File: config.mk
export PLATFORM = sky130hd
export DESIGN_NAME = pipe_ctrl_flat
export DESIGN_NICKNAME = d
export VERILOG_FILES = /design/src/rtl/pipe_ctrl_pkg.sv /design/src/rtl/pipe_ctrl_if.sv /design/src/rtl/pipe_ctrl_sat_counter.sv /design/src/rtl/pipe_ctrl.sv /design/src/flat_wrapper.sv
export SDC_FILE = /design/constraint.sdc
export NUM_CORES = 1
export LEC_CHECK = 0
export ABC_AREA = 1
export BUFFER_PORTS_ARGS = -buffer_cell sky130_fd_sc_hd__buf_2
export CORE_UTILIZATION = 60
export CTS_CLUSTER_SIZE = 30
export DETAILED_ROUTE_END_ITERATION = 10
export HOLD_SLACK_MARGIN = 0.03
export PLACE_DENSITY = 0.84
export REMOVE_ABC_BUFFERS = 1
export SYNTH_ARGS = -nofsm -noshare
export SYNTH_HDL_FRONTEND = slang
export SYNTH_HIERARCHICAL = 1
export SYNTH_SLANG_ARGS = --single-unit
File: constraint.sdc
create_clock -name clk -period 3.4 [get_ports clk]
set_input_delay 0.85 -clock clk [delete_from_list [all_inputs] [get_ports clk]]
set_output_delay 0.85 -clock clk [all_outputs]
set_load 0.005 [all_outputs]
File: src/rtl/pipe_ctrl_pkg.sv
// ============================================================================
// Module : pipe_ctrl_pkg
// Brief  : Shared stall vectors, sequencer state encodings and madd phase codes
// Rev    : 1.0  initial release
// ============================================================================
`default_nettype none

package pipe_ctrl_pkg;

    localparam int STALL_W = 6;

    typedef logic [STALL_W-1:0] stall_bus_t;

    // Bit order: pc, IF, ID, EX, MEM, WB (LSB first)
    localparam stall_bus_t StallNone = 6'b000000;
    localparam stall_bus_t StallId   = 6'b000111;
    localparam stall_bus_t StallEx   = 6'b001111;

    typedef enum logic [1:0] {
        CtrlIdle    = 2'd0,
        CtrlMadd2   = 2'd1,
        CtrlDivWait = 2'd2
    } ctrl_state_e;

    localparam logic [1:0] MaddPhase1 = 2'b00;
    localparam logic [1:0] MaddPhase2 = 2'b01;

endpackage

`default_nettype wire

File: src/rtl/pipe_ctrl_if.sv
// ============================================================================
// Module : pipe_ctrl_if
// Brief  : Request/stall/divider handshake bundle between pipeline and sequencer
// Rev    : 1.0  initial release
// ============================================================================
`default_nettype none

interface pipe_ctrl_if
    import pipe_ctrl_pkg::*;
#(
    parameter int CNT_W = 32
) ();

    logic             stallreq_id_i;
    logic             madd_req_i;
    logic             div_req_i;
    logic             div_ready_i;
    logic             flush_i;
    logic             perf_clr_i;
    stall_bus_t       stall_o;
    logic [1:0]       cnt_o;
    logic             div_start_o;
    logic             div_annul_o;
    logic             div_timeout_o;
    logic             busy_o;
    logic [CNT_W-1:0] stall_cycles_o;

    // Pipeline side: raises requests, consumes the stall vector
    modport master (
        output stallreq_id_i, madd_req_i, div_req_i, div_ready_i, flush_i, perf_clr_i,
        input  stall_o, cnt_o, div_start_o, div_annul_o, div_timeout_o, busy_o,
               stall_cycles_o
    );

    // Sequencer side
    modport slave (
        input  stallreq_id_i, madd_req_i, div_req_i, div_ready_i, flush_i, perf_clr_i,
        output stall_o, cnt_o, div_start_o, div_annul_o, div_timeout_o, busy_o,
               stall_cycles_o
    );

endinterface

`default_nettype wire

File: src/rtl/pipe_ctrl_sat_counter.sv
// ============================================================================
// Module : sat_counter
// Brief  : Saturating up-counter with synchronous clear (clear wins over inc)
// Rev    : 1.0  initial release
// ============================================================================
`default_nettype none

module sat_counter #(
    parameter int WIDTH = 32
) (
    input  wire logic             clk,
    input  wire logic             rst,
    input  wire logic             inc_i,
    input  wire logic             clr_i,
    output logic      [WIDTH-1:0] count_o
);

    logic [WIDTH-1:0] count_q;
    logic [WIDTH-1:0] count_d;

    always_comb begin
        count_d = count_q;
        if (clr_i) begin
            count_d = '0;
        end else if (inc_i && (count_q != '1)) begin
            count_d = count_q + 1'b1;
        end
    end

    always_ff @(posedge clk or negedge rst) begin
        if (!rst) begin
            count_q <= '0;
        end else begin
            count_q <= count_d;
        end
    end

    assign count_o = count_q;

endmodule

`default_nettype wire

File: src/rtl/pipe_ctrl.sv
// ============================================================================
// Module : pipe_ctrl
// Brief  : Stall sequencer merging load-use, madd and divide stalls; divide watchdog
// Rev    : 1.0  initial release
// ============================================================================
`default_nettype none

module pipe_ctrl
    import pipe_ctrl_pkg::*;
#(
    parameter int DIV_TIMEOUT = 40,
    parameter int CNT_W       = 32
) (
    input  wire logic clk,
    input  wire logic rst,
    pipe_ctrl_if.slave bus
);

    localparam logic [7:0] WD_LIMIT = 8'(DIV_TIMEOUT - 1);

    ctrl_state_e state_q, state_d;
    logic [7:0]  wd_q, wd_d;
    logic        wd_clr;
    stall_bus_t  stall;
    logic [1:0]  cnt;
    logic        div_start;
    logic        div_annul;
    logic        div_timeout;

    always_comb begin
        state_d     = state_q;
        wd_clr      = 1'b0;
        stall       = StallNone;
        cnt         = MaddPhase1;
        div_start   = 1'b0;
        div_annul   = 1'b0;
        div_timeout = 1'b0;
        // Gating on rst keeps outputs idle while reset is held, even if EX still requests
        if (rst) begin
            if (bus.flush_i) begin
                state_d   = CtrlIdle;
                wd_clr    = 1'b1;
                div_annul = (state_q == CtrlDivWait) ||
                            ((state_q == CtrlIdle) && bus.div_req_i);
            end else begin
                unique case (state_q)
                    CtrlIdle: begin
                        if (bus.madd_req_i) begin
                            stall   = StallEx;
                            state_d = CtrlMadd2;
                        end else if (bus.div_req_i) begin
                            stall     = StallEx;
                            div_start = 1'b1;
                            wd_clr    = 1'b1;
                            state_d   = CtrlDivWait;
                        end else if (bus.stallreq_id_i) begin
                            stall = StallId;
                        end
                    end
                    CtrlMadd2: begin
                        cnt     = MaddPhase2;
                        state_d = CtrlIdle;
                    end
                    CtrlDivWait: begin
                        stall     = StallEx;
                        div_start = 1'b1;
                        if (bus.div_ready_i) begin
                            stall     = StallNone;
                            div_start = 1'b0;
                            state_d   = CtrlIdle;
                        end else if (wd_q == WD_LIMIT) begin
                            stall       = StallNone;
                            div_start   = 1'b0;
                            div_annul   = 1'b1;
                            div_timeout = 1'b1;
                            state_d     = CtrlIdle;
                        end
                    end
                    default: state_d = CtrlIdle;
                endcase
            end
        end
    end

    always_comb begin
        wd_d = wd_q;
        if (wd_clr) begin
            wd_d = '0;
        end else if (state_q == CtrlDivWait) begin
            wd_d = wd_q + 8'd1;
        end
    end

    always_ff @(posedge clk or negedge rst) begin
        if (!rst) begin
            state_q <= CtrlIdle;
            wd_q    <= '0;
        end else begin
            state_q <= state_d;
            wd_q    <= wd_d;
        end
    end

    sat_counter #(
        .WIDTH (CNT_W)
    ) u_stall_cnt (
        .clk     (clk),
        .rst     (rst),
        .inc_i   (stall[0]),
        .clr_i   (bus.perf_clr_i),
        .count_o (bus.stall_cycles_o)
    );

    assign bus.stall_o       = stall;
    assign bus.cnt_o         = cnt;
    assign bus.div_start_o   = div_start;
    assign bus.div_annul_o   = div_annul;
    assign bus.div_timeout_o = div_timeout;
    assign bus.busy_o        = (state_q != CtrlIdle);

endmodule

`default_nettype wire

File: src/flat_wrapper.sv
// flat-port wrapper written by rule: the top's interface ports become plain ports
module pipe_ctrl_flat import pipe_ctrl_pkg::*;
#(
    parameter int DIV_TIMEOUT = 40,
    parameter int CNT_W       = 32
)
  (clk, rst, bus_stallreq_id_i, bus_madd_req_i, bus_div_req_i, bus_div_ready_i, bus_flush_i, bus_perf_clr_i, bus_stall_o, bus_cnt_o, bus_div_start_o, bus_div_annul_o, bus_div_timeout_o, bus_busy_o, bus_stall_cycles_o);
  pipe_ctrl_if #(.CNT_W(CNT_W)) bus_i ();
  input  wire logic clk;
  input  wire logic rst;
  input wire logic [$bits(bus_i.stallreq_id_i)-1:0] bus_stallreq_id_i;
  input wire logic [$bits(bus_i.madd_req_i)-1:0] bus_madd_req_i;
  input wire logic [$bits(bus_i.div_req_i)-1:0] bus_div_req_i;
  input wire logic [$bits(bus_i.div_ready_i)-1:0] bus_div_ready_i;
  input wire logic [$bits(bus_i.flush_i)-1:0] bus_flush_i;
  input wire logic [$bits(bus_i.perf_clr_i)-1:0] bus_perf_clr_i;
  output wire logic [$bits(bus_i.stall_o)-1:0] bus_stall_o;
  output wire logic [$bits(bus_i.cnt_o)-1:0] bus_cnt_o;
  output wire logic [$bits(bus_i.div_start_o)-1:0] bus_div_start_o;
  output wire logic [$bits(bus_i.div_annul_o)-1:0] bus_div_annul_o;
  output wire logic [$bits(bus_i.div_timeout_o)-1:0] bus_div_timeout_o;
  output wire logic [$bits(bus_i.busy_o)-1:0] bus_busy_o;
  output wire logic [$bits(bus_i.stall_cycles_o)-1:0] bus_stall_cycles_o;
  assign bus_i.stallreq_id_i = bus_stallreq_id_i;
  assign bus_i.madd_req_i = bus_madd_req_i;
  assign bus_i.div_req_i = bus_div_req_i;
  assign bus_i.div_ready_i = bus_div_ready_i;
  assign bus_i.flush_i = bus_flush_i;
  assign bus_i.perf_clr_i = bus_perf_clr_i;
  assign bus_stall_o = bus_i.stall_o;
  assign bus_cnt_o = bus_i.cnt_o;
  assign bus_div_start_o = bus_i.div_start_o;
  assign bus_div_annul_o = bus_i.div_annul_o;
  assign bus_div_timeout_o = bus_i.div_timeout_o;
  assign bus_busy_o = bus_i.busy_o;
  assign bus_stall_cycles_o = bus_i.stall_cycles_o;
  pipe_ctrl #(.DIV_TIMEOUT(DIV_TIMEOUT), .CNT_W(CNT_W)) u_core (.clk(clk), .rst(rst), .bus(bus_i));
endmodule
==> impl_metrics.json <==
{
  "status": "finished clean",
  "cp.arrival_ps": 1770,
  "cts_root_buf": "clkbuf_8",
  "insertion_delay_ps": 300,
  "grt_max_degree": 44,
  "cap_violations": 0,
  "worst_hold_path_type": "reg2reg",
  "num-fill-cells": 418,
  "setup_viol": 0,
  "drive_above_1_share": 0.187,
  "tns_ps": 0,
  "hold_viol_final": 0,
  "cp.required_ps": 2550,
  "ys_warn_count": 6,
  "rsz0062_at_grt": "no",
  "synth-xor-area-share": 0.0292,
  "cts.sinks": 42,
  "crit-reg2reg-launch": "u_core/wd_q[0]",
  "cp-startpoint": "u_core/wd_q[0]",
  "critPathLaunchType": "flop",
  "synth_compound_area_frac": 0.0537,
  "path_cells": "ha_1 > nand2_1 > nor2_1 > nand2_1 > nand2_1 > a31oi_1 > buf_4 > buf_2",
  "clock_skew_ps": 3.01,
  "ctsHtreeMaxLevel": 2,
  "clkSlewWorstSetupHoldPaths_ps": 80,
  "ys_seq_elements": 42,
  "slowest_delay_ps": 410,
  "antennaDiodeCount": 0,
  "drv_slew": 0,
  "die_area_um2": 5290,
  "synthCells": 449,
  "grt_pass1_wl_mm": 12.3,
  "p_int_uw": 765,
  "tightest_slew_ps": 574,
  "cp_slowest_cell": "dfrtp_1",
  "grt-ovfl-total": 0,
  "crit_top_cell": "nand2_1",
  "core_area_um2": 4750,
  "antenna_found_initial": 0,
  "wl_per_cell_um": 12.7,
  "ant_nets": 0,
  "sw_frac_of_total": 0.267,
  "path_class": "reg2out",
  "critPathMaxFanout": 5,
  "power_frac_seq": 0.500,
  "syn_to_final_growth_pct": 12.4,
  "syn_area_per_cell_um2": 6.69,
  "clockBufferDepth": 2,
  "grt_pass1_vias": 2783,
  "drtIter0Drc": 301,
  "vdd_drop_max_uv": 264,
  "synth_area_um2": 3000,
  "synth-simple-area-share": 0.468,
  "cts_resized": 0,
  "dp_hpwl_mm": 5.28,
  "ys_seq_area_frac": 0.350,
  "utilization": 0.710,
  "grt_use_total": 0.298,
  "worst_hold_slack_ps": 553,
  "slew_headroom": 0.618,
  "synth_top_family_by_area": "simple AND/OR/NAND/NOR gates",
  "die_w_um": 72.7,
  "routabilityCongestion": 0.932,
  "cts_buffers": 5,
  "min_period_ps": 2620,
  "cts_tree": "built",
  "die_y_um": 72.7,
  "vias": 2988,
  "synth_cell_type_count": 36,
  "ctsHoldBuffers": 0,
  "power_frac_clock": 0.377,
  "end_kind": "output pin",
  "placed_cells": 557,
  "nets": 507,
  "numPortBuffers": 48,
  "instances_no_fill": 565,
  "min_period_over_period": 0.770,
  "drc": 0,
  "synth_fa_ha_area_frac": 0.00833,
  "power-per-cell-area_nw_per_um2": 309,
  "muxShareOfSynthArea": 0,
  "p_sw_uw": 279,
  "io_pins": 52,
  "postCtsSetupBuffers": 0,
  "rows": 25,
  "avgViaCountPerCell": 5.29,
  "initial_core_util": 0.632,
  "drt_pass1_iterations": 5,
  "fmax_mhz": 382,
  "total_leakage_power_uw": 0.00172,
  "worstHoldStart": "u_core/u_stall_cnt/count_o[1]",
  "pwr-share-comb": 0.123,
  "wirelength_mm": 7.16
}
## kinds of logic (layout without fill, tap and decap cells)
| group | count (synthesis) | in the layout |
|---|---|---|
| AOI/OAI and AO/OA | 28 | 28 |
| adders and majority gates | 2 | 2 |
| xor gates and xnor gates | 10 | 10 |
| DFF | 42 | 42 |
| and+or+nand+nor | 308 | 308 |
| buffers and inverters | 58 | 105 |
| other | 1 | 3 |
## metrics by stage
step	area (um^2)	worst slack [ps]	total power [uW]
2_1_floorplan	2910	690	606
4_1_cts	3370	766	1060
3_5_place_dp	3270	796	660
3_3_place_gp	3270	819	657
5_1_grt	3370	655	1090
6_report	3370	783	1040
## final timing paths
kind	cells past startpoint	end	slack (ps)
max	8	bus_stall_o[1]	780
min	2	u_core/u_stall_cnt/count_o[1]	550
max reg2reg	12	u_core/u_stall_cnt/count_o[4]	1200
min reg2reg	2	u_core/u_stall_cnt/count_o[1]	550
max in group asynchronous	2	u_core/u_stall_cnt/count_o[13]	2320
min in group asynchronous	2	u_core/wd_q[0]	690
## cell type report
type	count	area (um^2)	area share
multi-input cells	351	1690	0.501
flip-flops and latches	42	1050	0.311
repair buffers	52	270	0.0801
inverters	45	169	0.0501
well taps	67	83.8	0.0248
clock buffers	5	68.8	0.0204
clock inverters	3	40.0	0.0119
## Yosys cell counts
cell / number / share of area
nor3_1: 2 / 0.0033
nor2_2: 6 / 0.013
nand2_2: 4 / 0.0083
inv_2: 3 / 0.0037
nor3b_2: 1 / 0.0042
nand2_4: 4 / 0.015
nor3b_1: 1 / 0.0025
nand2_1: 163 / 0.20
nand3_2: 4 / 0.013
a22oi_1: 1 / 0.0025
nand3b_1: 1 / 0.0025
o21ai_1: 10 / 0.017
conb_1: 1 / 0.0012
xor2_1: 6 / 0.017
a21oi_1: 8 / 0.013
o21ai_0: 5 / 0.0083
nor2_4: 6 / 0.022
nand4_1: 9 / 0.019
nor2_8: 1 / 0.0067
nand2_8: 1 / 0.0067
xnor2_1: 4 / 0.012
a31o_2: 1 / 0.0029
buf_6: 4 / 0.015
dfrtp_1: 42 / 0.35
buf_1: 1 / 0.0012
inv_1: 42 / 0.052
nand3_1: 39 / 0.065
nor2_1: 65 / 0.081
buf_2: 1 / 0.0017
or2_2: 1 / 0.0021
clkbuf_1: 2 / 0.0025
ha_1: 2 / 0.0083
o211ai_1: 1 / 0.0025
buf_4: 5 / 0.013
a31oi_1: 1 / 0.0021
a21oi_4: 1 / 0.0054
## routing by layer
| layer | routed length [um] | track usage | vias to the layer above |
|---|---|---|---|
| met5 | 0 | 0 | - |
| met4 | 83 | 0.0937 | 0 |
| met3 | 376 | 0.0525 | 10 |
| met2 | 3380 | 0.503 | 87 |
| met1 | 3330 | 0.391 | 1392 |
| li1 | - | - | 1499 |
## critical path, delay by kind of cell, from the launching register on
family | cells | cell delay, ps
AO/OA/AOI/OAI | 1 | 140
buffers and inverters | 2 | 300
AND/OR/NAND/NOR | 4 | 400
flip-flops | 1 | 410
adder cells (fa/ha/maj) | 1 | 220
## state kept, by name, indices dropped and copies added, names as in the netlist
signal	count
u_core/state_q	2
u_core/wd_q	8
u_core/u_stall_cnt/count_o	32
## layout by cell type (no fill, tap or decap), drive strengths merged
master,instances
nand2,172
nor2,78
buf,52
inv,45
nand3,43
dfrtp,42
o21ai,15
nand4,9
a21oi,9
xor2,6
clkbuf,5
xnor2,4
conb,3
clkinv,2
nor3,2
ha,2
nor3b,2
bufinv,1
a31oi,1
o211ai,1
a31o,1
nand3b,1
or2,1
a22oi,1
## power groups by stage
| stage | Combinational [uW] | Sequential, uW | Clock, uW |
|---|---|---|---|
| after global routing | 145 | 524 | 425 |
| after CTS | 129 | 522 | 407 |
| final | 128 | 522 | 393 |
| after floorplan | 76.4 | 530 | 0 |
| after global placement | 126 | 532 | 0 |
| after detailed placement | 129 | 532 | 0 |
No activity file was read; power rests on OpenSTA's default activity.
